[src/rtl/countdown_ctrl_pkg.sv]
// Shared definitions for the countdown timer control core: state encoding,
// BCD digit width and the mod-60 digit limits.
package countdown_ctrl_pkg;

  localparam int DIGIT_W = 4;

  localparam logic [DIGIT_W-1:0] MOD60_MAX_TENS = 4'd5;
  localparam logic [DIGIT_W-1:0] MOD60_MAX_ONES = 4'd9;

  localparam logic [2:0] ST_IDLE    = 3'd0;
  localparam logic [2:0] ST_SET_MIN = 3'd1;
  localparam logic [2:0] ST_SET_SEC = 3'd2;
  localparam logic [2:0] ST_RUN     = 3'd3;
  localparam logic [2:0] ST_PAUSE   = 3'd4;
  localparam logic [2:0] ST_ALARM   = 3'd5;

  typedef enum logic [2:0] {
    S_IDLE    = ST_IDLE,
    S_SET_MIN = ST_SET_MIN,
    S_SET_SEC = ST_SET_SEC,
    S_RUN     = ST_RUN,
    S_PAUSE   = ST_PAUSE,
    S_ALARM   = ST_ALARM
  } state_t;

endpackage

[src/rtl/countdown_ctrl_mod60_bcd_cnt.sv]
// Two-digit BCD up/down counter over 00..59 with wrap in both directions.
// BORROW flags a decrement request at 00 so a higher-order counter can follow.
module mod60_bcd_cnt
  import countdown_ctrl_pkg::*;
(
  input  logic               CLK,
  input  logic               CLR,
  input  logic               CE,
  input  logic               INC,
  input  logic               DEC,
  output logic [DIGIT_W-1:0] TENS,
  output logic [DIGIT_W-1:0] ONES,
  output logic               BORROW
);

  logic [DIGIT_W-1:0] tens_q, tens_d;
  logic [DIGIT_W-1:0] ones_q, ones_d;

  // Next digit values; INC takes precedence if both requests arrive together.
  always_comb begin
    tens_d = tens_q;
    ones_d = ones_q;
    if (INC) begin
      if (ones_q == MOD60_MAX_ONES) begin
        ones_d = '0;
        tens_d = (tens_q == MOD60_MAX_TENS) ? '0 : tens_q + 1'b1;
      end else begin
        ones_d = ones_q + 1'b1;
      end
    end else if (DEC) begin
      if (ones_q == '0) begin
        ones_d = MOD60_MAX_ONES;
        tens_d = (tens_q == '0) ? MOD60_MAX_TENS : tens_q - 1'b1;
      end else begin
        ones_d = ones_q - 1'b1;
      end
    end
  end

  // Digit registers, held while CE is low.
  always_ff @(posedge CLK) begin
    if (CLR) begin
      tens_q <= '0;
      ones_q <= '0;
    end else if (CE) begin
      tens_q <= tens_d;
      ones_q <= ones_d;
    end
  end

  assign TENS   = tens_q;
  assign ONES   = ones_q;
  assign BORROW = DEC & ~INC & (tens_q == '0) & (ones_q == '0);

endmodule

[src/rtl/countdown_ctrl.sv]
// Countdown timer control core: key-driven MM:SS setting, 1 Hz countdown,
// timed alarm, and the auto-repeat enable for the UP/DOWN debouncers.
module countdown_ctrl
  import countdown_ctrl_pkg::*;
#(
  parameter int ALARM_TICKS    = 10,
  parameter int ALARM_CNT_BITS = 8
) (
  input  logic               CLK,
  input  logic               CLR,
  input  logic               CE,
  input  logic               TICK_1HZ,
  input  logic               KEY_MODE,
  input  logic               KEY_UP,
  input  logic               KEY_DOWN,
  input  logic               KEY_START,
  output logic [DIGIT_W-1:0] MIN_TENS,
  output logic [DIGIT_W-1:0] MIN_ONES,
  output logic [DIGIT_W-1:0] SEC_TENS,
  output logic [DIGIT_W-1:0] SEC_ONES,
  output logic               EDIT_MIN,
  output logic               EDIT_SEC,
  output logic               RUNNING,
  output logic               ALARM,
  output logic               REP_EN
);

  localparam logic [ALARM_CNT_BITS-1:0] ALARM_LOAD = ALARM_CNT_BITS'(ALARM_TICKS - 1);

  state_t                    state_q, state_d;
  logic [ALARM_CNT_BITS-1:0] alarm_cnt_q, alarm_cnt_d;

  // Keys resolved by priority START > MODE > UP > DOWN.
  logic start_k, mode_k, up_k, dn_k, any_key;
  assign start_k = KEY_START;
  assign mode_k  = KEY_MODE & ~KEY_START;
  assign up_k    = KEY_UP   & ~KEY_MODE & ~KEY_START;
  assign dn_k    = KEY_DOWN & ~KEY_UP & ~KEY_MODE & ~KEY_START;
  assign any_key = KEY_START | KEY_MODE | KEY_UP | KEY_DOWN;

  // A tick in RUN only counts when no key arrives in the same cycle.
  logic run_tick;
  assign run_tick = (state_q == S_RUN) & TICK_1HZ & ~any_key;

  logic sec_inc, sec_dec, min_inc, min_dec, sec_borrow, min_borrow_unused;
  assign sec_inc = (state_q == S_SET_SEC) & up_k;
  assign sec_dec = ((state_q == S_SET_SEC) & dn_k) | run_tick;
  assign min_inc = (state_q == S_SET_MIN) & up_k;
  // Seconds borrow feeds minutes only while counting, never while editing.
  assign min_dec = ((state_q == S_SET_MIN) & dn_k) | (run_tick & sec_borrow);

  mod60_bcd_cnt u_sec (
    .CLK    (CLK),
    .CLR    (CLR),
    .CE     (CE),
    .INC    (sec_inc),
    .DEC    (sec_dec),
    .TENS   (SEC_TENS),
    .ONES   (SEC_ONES),
    .BORROW (sec_borrow)
  );

  mod60_bcd_cnt u_min (
    .CLK    (CLK),
    .CLR    (CLR),
    .CE     (CE),
    .INC    (min_inc),
    .DEC    (min_dec),
    .TENS   (MIN_TENS),
    .ONES   (MIN_ONES),
    .BORROW (min_borrow_unused)
  );

  logic time_zero, time_one;
  assign time_zero = (MIN_TENS == '0) & (MIN_ONES == '0) & (SEC_TENS == '0) & (SEC_ONES == '0);
  assign time_one  = (MIN_TENS == '0) & (MIN_ONES == '0) & (SEC_TENS == '0) & (SEC_ONES == 4'd1);

  // Next-state and alarm duration counter decode.
  always_comb begin
    state_d     = state_q;
    alarm_cnt_d = alarm_cnt_q;
    case (state_q)
      S_IDLE: begin
        if (start_k) begin
          if (!time_zero) state_d = S_RUN;
        end else if (mode_k) begin
          state_d = S_SET_MIN;
        end
      end
      S_SET_MIN: begin
        if (start_k)     state_d = time_zero ? S_IDLE : S_RUN;
        else if (mode_k) state_d = S_SET_SEC;
      end
      S_SET_SEC: begin
        if (start_k)     state_d = time_zero ? S_IDLE : S_RUN;
        else if (mode_k) state_d = S_IDLE;
      end
      S_RUN: begin
        if (start_k) begin
          state_d = S_PAUSE;
        end else if (run_tick && time_one) begin
          state_d     = S_ALARM;
          alarm_cnt_d = ALARM_LOAD;
        end
      end
      S_PAUSE: begin
        if (start_k)     state_d = S_RUN;
        else if (mode_k) state_d = S_IDLE;
      end
      S_ALARM: begin
        if (any_key) begin
          state_d = S_IDLE;
        end else if (TICK_1HZ) begin
          if (alarm_cnt_q == '0) state_d = S_IDLE;
          else                   alarm_cnt_d = alarm_cnt_q - 1'b1;
        end
      end
      default: state_d = S_IDLE;
    endcase
  end

  // State and alarm counter registers; CLR wins over CE.
  always_ff @(posedge CLK) begin
    if (CLR) begin
      state_q     <= S_IDLE;
      alarm_cnt_q <= '0;
    end else if (CE) begin
      state_q     <= state_d;
      alarm_cnt_q <= alarm_cnt_d;
    end
  end

  assign EDIT_MIN = (state_q == S_SET_MIN);
  assign EDIT_SEC = (state_q == S_SET_SEC);
  assign RUNNING  = (state_q == S_RUN);
  assign ALARM    = (state_q == S_ALARM);
  assign REP_EN   = (state_q == S_SET_MIN) | (state_q == S_SET_SEC);

endmodule

[config.mk]
export PLATFORM = sky130hd
export DESIGN_NAME = countdown_ctrl
export DESIGN_NICKNAME = d
export VERILOG_FILES = /design/src/rtl/countdown_ctrl_pkg.sv /design/src/rtl/countdown_ctrl_mod60_bcd_cnt.sv /design/src/rtl/countdown_ctrl.sv
export SDC_FILE = /design/constraint.sdc
export NUM_CORES = 1
export LEC_CHECK = 0
export ABC_CLOCK_PERIOD_IN_PS = 3200
export BUFFER_PORTS_ARGS = -buffer_cell sky130_fd_sc_hd__buf_4
export CORE_ASPECT_RATIO = 1.1
export CORE_MARGIN = 8
export CORE_UTILIZATION = 58
export DETAILED_ROUTE_END_ITERATION = 8
export GPL_TIMING_DRIVEN = 0
export PLACE_DENSITY = 0.77
export SKIP_LAST_GASP = 1
export SYNTH_ARGS = -nofsm -noshare
export SYNTH_HDL_FRONTEND = slang
export SYNTH_HIERARCHICAL = 1
export SYNTH_SLANG_ARGS = --single-unit
[constraint.sdc]
create_clock -name CLK -period 3.2 [get_ports CLK]
set_input_delay 0.32 -clock CLK [delete_from_list [all_inputs] [get_ports CLK]]
set_output_delay 0.32 -clock CLK [all_outputs]
set_load 0.01 [all_outputs]
==> impl_metrics.env <==
export IMPL_vias=2281
export IMPL_die_x_um=74.8
export IMPL_initial_core_util=0.604
export IMPL_crit_path_max_incr_delay_ns=0.35
export IMPL_final_area_mm2=0.00253
export IMPL_max_cap_violations=0
export IMPL_tightest_slew_ns=0.576
export IMPL_antenna_found_initial=0
export IMPL_core_area_mm2=0.00365
export IMPL_p_leak_nw=0.982
export IMPL_dpl_hpwl_um=4010
export IMPL_design_die_area_mm2=0.00604
export IMPL_cpMostUsedCell="a21oi_1"
export IMPL_relSlewSlack=0.613
export IMPL_status="completed"
export IMPL_worstHoldPathType="input port to flop"
export IMPL_crit_chain="clkbuf_2, nand3b_2, nor3b_1, a21oi_1, nor2_1, and4_1, nand2_1, nor3_1, a21oi_1, nor3_2, nand4b_2, a311oi_2, o21a_1"
export IMPL_rsz0062_at_grt="false"
export IMPL_clock_fmax_mhz=355
export IMPL_crit_buf_inv=1
export IMPL_path_class="flop to flop"
export IMPL_routed_via_density=6.07
export IMPL_htreeDepth=1
export IMPL_drv_slew=0
export IMPL_gp_congestion=0.862
export IMPL_synth_cells=296
export IMPL_ios=29
export IMPL_drt_iter0_markers=168
export IMPL_power_density_mw_per_mm2=276
export IMPL_worstPathArrival_ns=3.04
export IMPL_wl_per_cell_um=14.2
export IMPL_grt_max_degree=17
export IMPL_period_minus_slack_ns=2.82
export IMPL_track_usage=0.189
export IMPL_grt_pass1_vias=2135
export IMPL_netSwitchingFraction=0.294
export IMPL_dr_pass1_iters=4
export IMPL_clockPowerShare=0.291
export IMPL_std_cell_rows=23
export IMPL_numPortBuffers=26
export IMPL_post_cts_setup_buffers=0
export IMPL_path_delay_family="simple AND/OR/NAND/NOR gates"
export IMPL_syn_area_mm2=0.00221
export IMPL_finalSetupViolations=0
export IMPL_syn_area_per_cell_um2=7.46
export IMPL_power_internal_uw=492
export IMPL_fillers=344
export IMPL_switchingPower_uw=205
export IMPL_crit_required_ns=3.42
export IMPL_synth_warnings=6
export IMPL_syn_to_final_growth_pct=14.4
export IMPL_min_period_over_period=0.881
export IMPL_layout_area_seq_um2=541
export IMPL_crit_slowest_cell="dfxtp_1"
export IMPL_synth_nets=306
export IMPL_vdd_drop_max_mv=0.138
export IMPL_numCtsBuffers=3
export IMPL_finClkSkew_ns=0.00523
export IMPL_pwr_share_comb=0.211
export IMPL_cts_root_buf="clkbuf_8"
export IMPL_end_kind="flop"
export IMPL_ant_nets=0
export IMPL_holdWs_ns=0.354
export IMPL_post_dp_cell_area_mm2=0.00247
export IMPL_place_ws_ns=-0.141
export IMPL_postRouteWirelength_um=5350
export IMPL_seq_power_share=0.497
export IMPL_drc_errors=0
export IMPL_multiInputGateArea_mm2=0.00150
export IMPL_cts_tree="yes"
export IMPL_cts_sinks=27
export IMPL_gr_total_overflow=0
export IMPL_hold_viol=0
export IMPL_layout_drive_gt1_share=0.190
export IMPL_fin_tns_setup_ns=0
export IMPL_grt_pass1_wl_um=9440
export IMPL_startpoint_type="flop"
export IMPL_clk_latency_ns=0.28
export IMPL_fp_dieH_um=80.7
export IMPL_path_clk_slew_ns=0.10
export IMPL_fin_nets=337
export IMPL_antennaDiodeCount=0
export IMPL_setup_slack_ns=0.380
export IMPL_cp_max_fo=10
export IMPL_clk_path_buf_depth=2
export IMPL_post_route_util=0.692
flip-flops by register name, summed over array words and instances, names as in the netlist:
| register | flops |
|---|---|
| u_sec/TENS | 4 |
| u_min/ONES | 4 |
| alarm_cnt_q | 8 |
| u_sec/ONES | 4 |
| state_q | 3 |
| u_min/TENS | 4 |
cells in the final DEF, fill, tap and decap left out, types with 6 or more instances in the layout:
master     n
buf_4     29
dfxtp_1   27
nor2_1    25
a21oi_1   23
nand2_1   19
nor3_1    17
nand3_1   14
clkbuf_1  13
inv_1     11
o21ai_0   11
nor4_1     8
o21ai_1    8
nand2b_1   7
or3_1      7
a31oi_1    6
nand4_1    6
per-stage QoR:
stage	cells	total power, mW
floorplan	296	0.455
global placement	372	0.496
detailed placement	372	0.498
CTS	376	0.701
global route	376	0.734
finish	376	0.697
power by group through the flow:
stage	sequential [mW]	clock [mW]	combinational (mW)
floorplan	0.354	0	0.101
global placement	0.354	0	0.142
detailed placement	0.354	0	0.143
CTS	0.347	0.210	0.144
global route	0.348	0.220	0.166
finish	0.347	0.203	0.147
layout make-up:
cell class,count,share of cell area
buffer,26,0.0545
clock buffer,3,0.0163
clock inverter,1,0.00297
inverter,12,0.0178
multi-input combinational,231,0.593
sequential,27,0.214
tap,50,0.0248
timing repair buffer,26,0.0772
layer usage:
layer	share of wire	vias to the layer above	GRT usage
li1	-	1162	-
met4	0.015	0	0.0667
met1	0.46	1070	0.232
met5	0	-	0
met2	0.49	41	0.326
met3	0.034	8	0.0224
timing repair:
item / CTS / global route
resized for setup: 1 / 5
endpoints found under the hold margin: 0 / 0
hold buffers: 0 / 0
endpoints found under the setup margin: 8 / 8
pin swaps: 0 / 1
final timing paths:
| path | start | end | slack (ns) | cells past startpoint |
|---|---|---|---|---|
| worst max-delay path | state_q[0] | u_min/TENS[1] | 0.38 | 13 |
| worst min-delay path | CLR | alarm_cnt_q[0] | 0.35 | 2 |
| worst max register to register | state_q[0] | u_min/TENS[1] | 0.38 | 13 |
| worst min register to register | alarm_cnt_q[6] | alarm_cnt_q[6] | 0.50 | 2 |
(Power assumes the default switching activity.)
